`src/rtl/dense_row_scheduler_if.sv`:
```
// Row/result handshake bundle for the dense front-end scheduler.
// The slave side is the scheduler; the master side is its environment.
interface dense_row_scheduler_if #(
   parameter int W          = 3,
   parameter int D          = 12,
   parameter int B          = 64,
   parameter int DATA_WIDTH = 8
);
   localparam int RW = W * D * DATA_WIDTH;

   logic                    row_valid_i;
   logic                    row_ready_o;
   logic [RW-1:0]           row_data_i;
   logic                    dense_valid_o;
   logic [RW-1:0]           dense_data_o;
   logic                    dense_res_valid_i;
   logic [DATA_WIDTH-1:0]   dense_res_i;
   logic                    res_valid_o;
   logic [B*DATA_WIDTH-1:0] res_data_o;
   logic                    res_ready_i;
   logic                    err_o;

   modport master (
      output row_valid_i, row_data_i, dense_res_valid_i,
      output dense_res_i, res_ready_i,
      input  row_ready_o, dense_valid_o, dense_data_o,
      input  res_valid_o, res_data_o, err_o
   );

   modport slave (
      input  row_valid_i, row_data_i, dense_res_valid_i,
      input  dense_res_i, res_ready_i,
      output row_ready_o, dense_valid_o, dense_data_o,
      output res_valid_o, res_data_o, err_o
   );
endinterface

```
`src/rtl/dense_row_scheduler.sv`:
```
// Dense front-end scheduler: issues H rows to the datapath,
// gathers the B result bytes of the last row into one vector.
module dense_row_scheduler #(
   parameter int H          = 3,
   parameter int W          = 3,
   parameter int D          = 12,
   parameter int B          = 64,
   parameter int DATA_WIDTH = 8,
   parameter int ROW_CYCLES = 2 * B + 2
) (
   input logic                  clk,
   input logic                  rstn,
   dense_row_scheduler_if.slave bus
);
   localparam int RW = W * D * DATA_WIDTH;
   localparam int HW = (H > 1) ? $clog2(H) : 1;
   localparam int IW = $clog2(B + 1);
   localparam int CW = (ROW_CYCLES > 1) ? $clog2(ROW_CYCLES) : 1;

   localparam logic [HW-1:0] H_LAST = HW'(H - 1);
   localparam logic [IW-1:0] B_FULL = IW'(B);
   localparam logic [CW-1:0] C_INIT = CW'(ROW_CYCLES - 1);

   typedef enum logic [2:0] {
      S_LOAD,
      S_ISSUE,
      S_WAIT,
      S_COLLECT,
      S_OUT
   } state_t;

   state_t                  state_q, state_d;
   logic [HW-1:0]           h_cnt_q, h_cnt_d;
   logic [CW-1:0]           wait_cnt_q, wait_cnt_d;
   logic [IW-1:0]           res_idx_q, res_idx_d;
   logic [RW-1:0]           row_q, row_d;
   logic [B*DATA_WIDTH-1:0] res_q, res_d;
   logic                    err_q, err_d;
   logic                    cap_win;

   // Next-state, result capture and sticky error evaluation.
   always_comb begin
      state_d    = state_q;
      h_cnt_d    = h_cnt_q;
      wait_cnt_d = wait_cnt_q;
      res_idx_d  = res_idx_q;
      row_d      = row_q;
      res_d      = res_q;
      err_d      = err_q;

      cap_win = (h_cnt_q == H_LAST)
              && (state_q == S_WAIT || state_q == S_COLLECT)
              && (res_idx_q < B_FULL);

      if (bus.dense_res_valid_i) begin
         if (cap_win) begin
            for (int k = 0; k < B; k++) begin
               if (res_idx_q == IW'(k)) begin
                  res_d[k*DATA_WIDTH +: DATA_WIDTH] = bus.dense_res_i;
               end
            end
            res_idx_d = res_idx_q + IW'(1);
         end else begin
            err_d = 1'b1;
         end
      end

      unique case (state_q)
         S_LOAD: begin
            if (bus.row_valid_i) begin
               row_d   = bus.row_data_i;
               state_d = S_ISSUE;
            end
         end
         S_ISSUE: begin
            wait_cnt_d = C_INIT;
            state_d    = S_WAIT;
         end
         S_WAIT: begin
            if (wait_cnt_q == '0) begin
               if (h_cnt_q == H_LAST) begin
                  wait_cnt_d = C_INIT;
                  state_d    = S_COLLECT;
               end else begin
                  h_cnt_d = h_cnt_q + HW'(1);
                  state_d = S_LOAD;
               end
            end else begin
               wait_cnt_d = wait_cnt_q - CW'(1);
            end
         end
         S_COLLECT: begin
            if (res_idx_q == B_FULL) begin
               state_d = S_OUT;
            end else if (wait_cnt_q == '0) begin
               err_d   = 1'b1;
               state_d = S_OUT;
            end else begin
               wait_cnt_d = wait_cnt_q - CW'(1);
            end
         end
         S_OUT: begin
            if (bus.res_ready_i) begin
               h_cnt_d   = '0;
               res_idx_d = '0;
               state_d   = S_LOAD;
            end
         end
         default: state_d = S_LOAD;
      endcase
   end

   // State and datapath registers, cleared asynchronously.
   always_ff @(posedge clk or negedge rstn) begin
      if (!rstn) begin
         state_q    <= S_LOAD;
         h_cnt_q    <= '0;
         wait_cnt_q <= '0;
         res_idx_q  <= '0;
         row_q      <= '0;
         res_q      <= '0;
         err_q      <= 1'b0;
      end else begin
         state_q    <= state_d;
         h_cnt_q    <= h_cnt_d;
         wait_cnt_q <= wait_cnt_d;
         res_idx_q  <= res_idx_d;
         row_q      <= row_d;
         res_q      <= res_d;
         err_q      <= err_d;
      end
   end

   assign bus.row_ready_o   = rstn && (state_q == S_LOAD);
   assign bus.dense_valid_o = (state_q == S_ISSUE);
   assign bus.res_valid_o   = (state_q == S_OUT);
   assign bus.dense_data_o  = row_q;
   assign bus.res_data_o    = res_q;
   assign bus.err_o         = err_q;
endmodule

```
`src/flat_wrapper.sv`:
```
// flat-port wrapper written by rule: the top's interface ports become plain ports
module dense_row_scheduler_flat 
#(
   parameter int H          = 3,
   parameter int W          = 3,
   parameter int D          = 12,
   parameter int B          = 64,
   parameter int DATA_WIDTH = 8,
   parameter int ROW_CYCLES = 2 * B + 2
)
  (clk, rstn, bus_row_valid_i, bus_row_data_i, bus_dense_res_valid_i, bus_dense_res_i, bus_res_ready_i, bus_row_ready_o, bus_dense_valid_o, bus_dense_data_o, bus_res_valid_o, bus_res_data_o, bus_err_o);
  dense_row_scheduler_if #(.W(W), .D(D), .B(B), .DATA_WIDTH(DATA_WIDTH)) bus_i ();
  input logic clk;
  input logic rstn;
  input wire logic [$bits(bus_i.row_valid_i)-1:0] bus_row_valid_i;
  input wire logic [$bits(bus_i.row_data_i)-1:0] bus_row_data_i;
  input wire logic [$bits(bus_i.dense_res_valid_i)-1:0] bus_dense_res_valid_i;
  input wire logic [$bits(bus_i.dense_res_i)-1:0] bus_dense_res_i;
  input wire logic [$bits(bus_i.res_ready_i)-1:0] bus_res_ready_i;
  output wire logic [$bits(bus_i.row_ready_o)-1:0] bus_row_ready_o;
  output wire logic [$bits(bus_i.dense_valid_o)-1:0] bus_dense_valid_o;
  output wire logic [$bits(bus_i.dense_data_o)-1:0] bus_dense_data_o;
  output wire logic [$bits(bus_i.res_valid_o)-1:0] bus_res_valid_o;
  output wire logic [$bits(bus_i.res_data_o)-1:0] bus_res_data_o;
  output wire logic [$bits(bus_i.err_o)-1:0] bus_err_o;
  assign bus_i.row_valid_i = bus_row_valid_i;
  assign bus_i.row_data_i = bus_row_data_i;
  assign bus_i.dense_res_valid_i = bus_dense_res_valid_i;
  assign bus_i.dense_res_i = bus_dense_res_i;
  assign bus_i.res_ready_i = bus_res_ready_i;
  assign bus_row_ready_o = bus_i.row_ready_o;
  assign bus_dense_valid_o = bus_i.dense_valid_o;
  assign bus_dense_data_o = bus_i.dense_data_o;
  assign bus_res_valid_o = bus_i.res_valid_o;
  assign bus_res_data_o = bus_i.res_data_o;
  assign bus_err_o = bus_i.err_o;
  dense_row_scheduler #(.H(H), .W(W), .D(D), .B(B), .DATA_WIDTH(DATA_WIDTH), .ROW_CYCLES(ROW_CYCLES)) u_core (.clk(clk), .rstn(rstn), .bus(bus_i));
endmodule
```
`config.mk`:
```
export PLATFORM = sky130hd
export DESIGN_NAME = dense_row_scheduler_flat
export DESIGN_NICKNAME = d
export VERILOG_FILES = /design/src/rtl/dense_row_scheduler_if.sv /design/src/rtl/dense_row_scheduler.sv /design/src/flat_wrapper.sv
export SDC_FILE = /design/constraint.sdc
export NUM_CORES = 1
export LEC_CHECK = 0
export ABC_AREA = 0
export ABC_CLOCK_PERIOD_IN_PS = 2700
export CORE_AREA = 2 2 429 431
export DETAILED_ROUTE_END_ITERATION = 6
export DIE_AREA = 0 0 431 433
export SLEW_MARGIN = 40
export SYNTH_ARGS = -nofsm -noshare
export SYNTH_HDL_FRONTEND = slang
export SYNTH_SLANG_ARGS = --single-unit
export TNS_END_PERCENT = 10
```
`constraint.sdc`:
```
create_clock -name clk -period 2.7 [get_ports clk]
set_input_delay 0.405 -clock clk [delete_from_list [all_inputs] [get_ports clk]]
set_output_delay 0.405 -clock clk [all_outputs]
set_load 0.02 [all_outputs]
```
==> impl_metrics.csv <==
group,metric,value,unit
logic_synthesis,synth_xor_area_share,0.1382,%
logic_synthesis,synthesis.nets,2251,
logic_synthesis,synth-compound-area-share,0.8134,%
clock_tree,ctsLongestPathBuffers,3,
critical_path,crit_fanout,2,
detailed_routing,wl_per_cell,27.43,um
clock_tree,clk_pin_slew_worst_paths,0.06,ns
clock_tree,ctsRootBufferMaster,"clkbuf_16",
flow_run,drv_cap,0,
timing,setup_viol,0,
detailed_routing,drt_iter0_drc,1030,
critical_path,rr_worst_depth,6,
logic_synthesis,synth-async-reset-ratio,100.0,%
logic_synthesis,synth-simple-area-share,3.633,%
min_path,min_path_type,"primary input to flop",
cells_and_area,syn_to_final_growth,56.37,%
placed_design,placed_cells,5403,
floorplan,start_util,17.40,%
clock_tree,h-tree-depth,3,
power,p_leak,22.81,nW
timing,whs,0.1680,ns
critical_path,crit_path_start,"u_core.bus.dense_data_o[86]",
critical_path,cp_top_family,"buffers and inverters",
critical_path,crit_end,"bus_dense_data_o[86]",
critical_path,startpoint_type,"flop",
placed_design,dp_hpwl,120400,um
clock_tree,clk_latency,0.73,ns
critical_path,max_stage_delay,1.07,ns
cells_and_area,final_nets,3423,
placed_design,dp_slack,0.1326,ns
critical_path,critPathBufInv,1,
global_route,grt_start_max_net_pins,118,
logic_synthesis,synth_flop_cell,"dfrtp_1",
timing,period_minus_slack,2.544,ns
clock_tree,cts-buffers-inserted,95,
detailed_routing,firstDrtPassIters,4,
logic_synthesis,synthAdderAreaFrac,0.2369,%
cells_and_area,finalCoreUtilization,27.21,%
floorplan,die_area,186600,um2
timing,timing.slew.headroom,40.21,%
critical_path,worst-path-stages,1,
placed_design,io_buffers,1104,
floorplan,core_area,182100,um2
timing,timing.final.crit_share,94.23,%
logic_synthesis,synth_area,31690,um2
placed_design,place.gp.congestion,0.9406,
floorplan,fp.dieH,433,um
logic_synthesis,yosysUniqueCellTypes,65,
critical_path,cp_slowest_cell,"clkdlybuf4s50_1",
timing,setup_ws,0.1557,ns
clock_tree,cts_tree,"built",
clock_tree,cts_setup_buffers,0,
timing,max_freq,0.3930,GHz
critical_path,worstPathArrival,2.14,ns
timing,hold_viol_final,0,
logic_synthesis,ys_seq_area_share,64.84,%
global_route,grt_usage,15.93,%
run_status,status,"finished, final reports clean",
cells_and_area,final_cells,5590,
detailed_routing,vias,21620,
floorplan,num_rows,157,
critical_path,worstReg2RegEnd,"u_core.bus.res_data_o[363]",
critical_path,cp-end-kind,"primary output",
detailed_routing,via_per_inst,3.867,
detailed_routing,wl,153300,um
floorplan,die_x,431,um
logic_synthesis,ys_ff_latch,821,
timing,finClkSkew,0.04103,ns
critical_path,timing.rr.start,"u_core.res_idx_q[1]",
critical_path,reg2reg_slack,0.18,ns
power,p_per_area,547.5,nW/um2
timing,fin_setup_tns,0,ns
global_route,overflow,0,
power,ir_worst_vdd,0.0004505,V
global_route,antenna_found_initial,46,
critical_path,cp.required,2.30,ns
timing,finalMaxSlewViolations,0,
floorplan,boundaryPins,1105,
global_route,grt_pass1_vias,22390,
critical_path,worstSetupPathType,"flop to primary output",
detailed_routing,antenna_left,0,
critical_path,crit_chain,"clkdlybuf4s50_1",
cells_and_area,drive_gt1_share,34.21,%
timing,tightest_slew,0.8941,ns
logic_synthesis,synth_area_per_cell,16.30,um2
global_route,grt_pass1_wl,204000,um
clock_tree,clock_sinks,821,
logic_synthesis,synthMuxAreaShare,28.50,%
logic_synthesis,yosysWarningCount,0,
logic_synthesis,synth-edff-count,0,
logic_synthesis,synth_top_family_by_area,"multiplexers",
detailed_routing,drc,0,
logic_synthesis,synth_cells,1944,
timing,rsz0062_at_grt,"no",
## Yosys cell counts (2+ instances only)
| master | n | area share, % |
|---|---|---|
| mux2_2 | 768 | 27 |
| nand2_1 | 20 | 0.24 |
| a21oi_1 | 10 | 0.16 |
| and2_1 | 5 | 0.099 |
| inv_1 | 11 | 0.13 |
| nand4_2 | 2 | 0.079 |
| nand3_1 | 13 | 0.21 |
| nor2_2 | 9 | 0.18 |
| nor3b_1 | 2 | 0.047 |
| dfrtp_1 | 821 | 65 |
| nor2_4 | 10 | 0.36 |
| mux2_1 | 33 | 1.2 |
| nor3_1 | 3 | 0.047 |
| a31oi_1 | 2 | 0.039 |
| nand3_2 | 9 | 0.28 |
| clkbuf_1 | 58 | 0.69 |
| xor2_1 | 4 | 0.11 |
| or3_1 | 3 | 0.059 |
| nor2_1 | 13 | 0.15 |
| or2_2 | 3 | 0.059 |
| nand2b_1 | 7 | 0.14 |
| o22ai_1 | 4 | 0.079 |
| nand4b_1 | 2 | 0.055 |
| and3_1 | 3 | 0.059 |
| a41oi_1 | 2 | 0.055 |
| nand3b_1 | 2 | 0.047 |
| buf_4 | 4 | 0.095 |
| nand2_2 | 4 | 0.079 |
| or2_1 | 3 | 0.059 |
| o21ai_0 | 4 | 0.063 |
| a22o_1 | 2 | 0.055 |
| buf_2 | 46 | 0.73 |
| nor2b_1 | 3 | 0.059 |
| ha_1 | 6 | 0.24 |
| buf_1 | 9 | 0.11 |
| nand3_4 | 6 | 0.33 |
| nor2_8 | 10 | 0.63 |
## cell type report
class | count | area, um2
fill | 18650 | 132600
inverter | 11 | 41.29
multi-input combinational | 993 | 10580
clock buffer | 129 | 2745
clock inverter | 41 | 585.6
antenna | 16 | 40.04
tap | 2385 | 2984
timing repair buffer | 1194 | 12030
sequential | 821 | 20540
## how the worst min path moves through the flow
stage	from	endpoint	slack, ns	cells after the start
3_3_place_gp	rstn	u_core.bus.res_data_o[142]	0.41	1
3_5_place_dp	rstn	u_core.bus.res_data_o[141]	0.41	1
2_1_floorplan	rstn	u_core.bus.dense_data_o[0]	0.11	0
4_1_cts	bus_dense_res_i[5]	u_core.bus.res_data_o[93]	0.1	2
6_report	bus_dense_res_i[5]	u_core.bus.res_data_o[93]	0.17	2
5_1_grt	bus_dense_res_i[5]	u_core.bus.res_data_o[93]	0.13	2
## per-stage QoR
| stage | instance area, um2 | power, mW |
|---|---|---|
| finish | 49550 | 27.13 |
| floorplan | 31690 | 12.63 |
| detailed placement | 46160 | 13.65 |
| CTS | 49510 | 27.61 |
| global placement | 46160 | 13.65 |
| global route | 49520 | 28.14 |
## sequential cells by signal, summed over array words and instances, names as in the netlist
register	count
u_core.wait_cnt_q	8
u_core.state_q	3
u_core.bus.res_data_o	512
u_core.bus.dense_data_o	288
u_core.h_cnt_q	2
u_core.res_idx_q	7
u_core.bus.err_o	1
## where the power goes
group	switching, mW	internal, mW	leakage, nW	total (mW)
combinational	0.624	0.460	9.74	1.08
sequential	0	12.3	11.4	12.3
clock	5.77	7.97	1.63	13.7
total	6.39	20.7	22.8	27.1
## timing repair
action,4_1_cts,5_1_grt
endpoints found under the hold margin,45,0
resized for setup,0,1
hold buffers,1,0
endpoints found under the setup margin,0,2
## per-layer routing
layer / wire length, um / vias up / track usage, %
met5: 115 / - / 0
met4: 3587 / 18 / 4.492
met3: 11110 / 164 / 5.025
met2: 74090 / 680 / 26.35
met1: 64450 / 11500 / 19.87
li1: - / 9255 / -
## placed cells by master (no fill, tap or decap), types with 6 or more instances in the layout
cell             count
clkinv_2            15
mux2_2             768
buf_4               75
mux2_1              33
nor2_1              13
clkdlybuf4s50_1   1091
diode_2             16
clkbuf_1            10
a21oi_1             10
clkbuf_8            24
nor2_8              10
nand3_2              9
nand3_1             13
nand3_4              6
dfrtp_1            821
nor2_2               9
ha_1                 6
clkbuf_16           95
inv_1               11
buf_12              26
nand2b_1             7
nor2_4              10
bufinv_16            8
nand2_1             20
## logic make-up (layout without fill, tap and decap cells)
| family | Yosys count | count (layout) |
|---|---|---|
| DFF | 821 | 821 |
| muxes | 802 | 802 |
| buffers and inverters | 130 | 1375 |
| xor gates and xnor gates | 5 | 5 |
| adders and majority gates | 6 | 6 |
| AOI/OAI and AO/OA | 37 | 37 |
| other | 0 | 16 |
| and+or+nand+nor | 143 | 143 |
(Power assumes the default switching activity.)
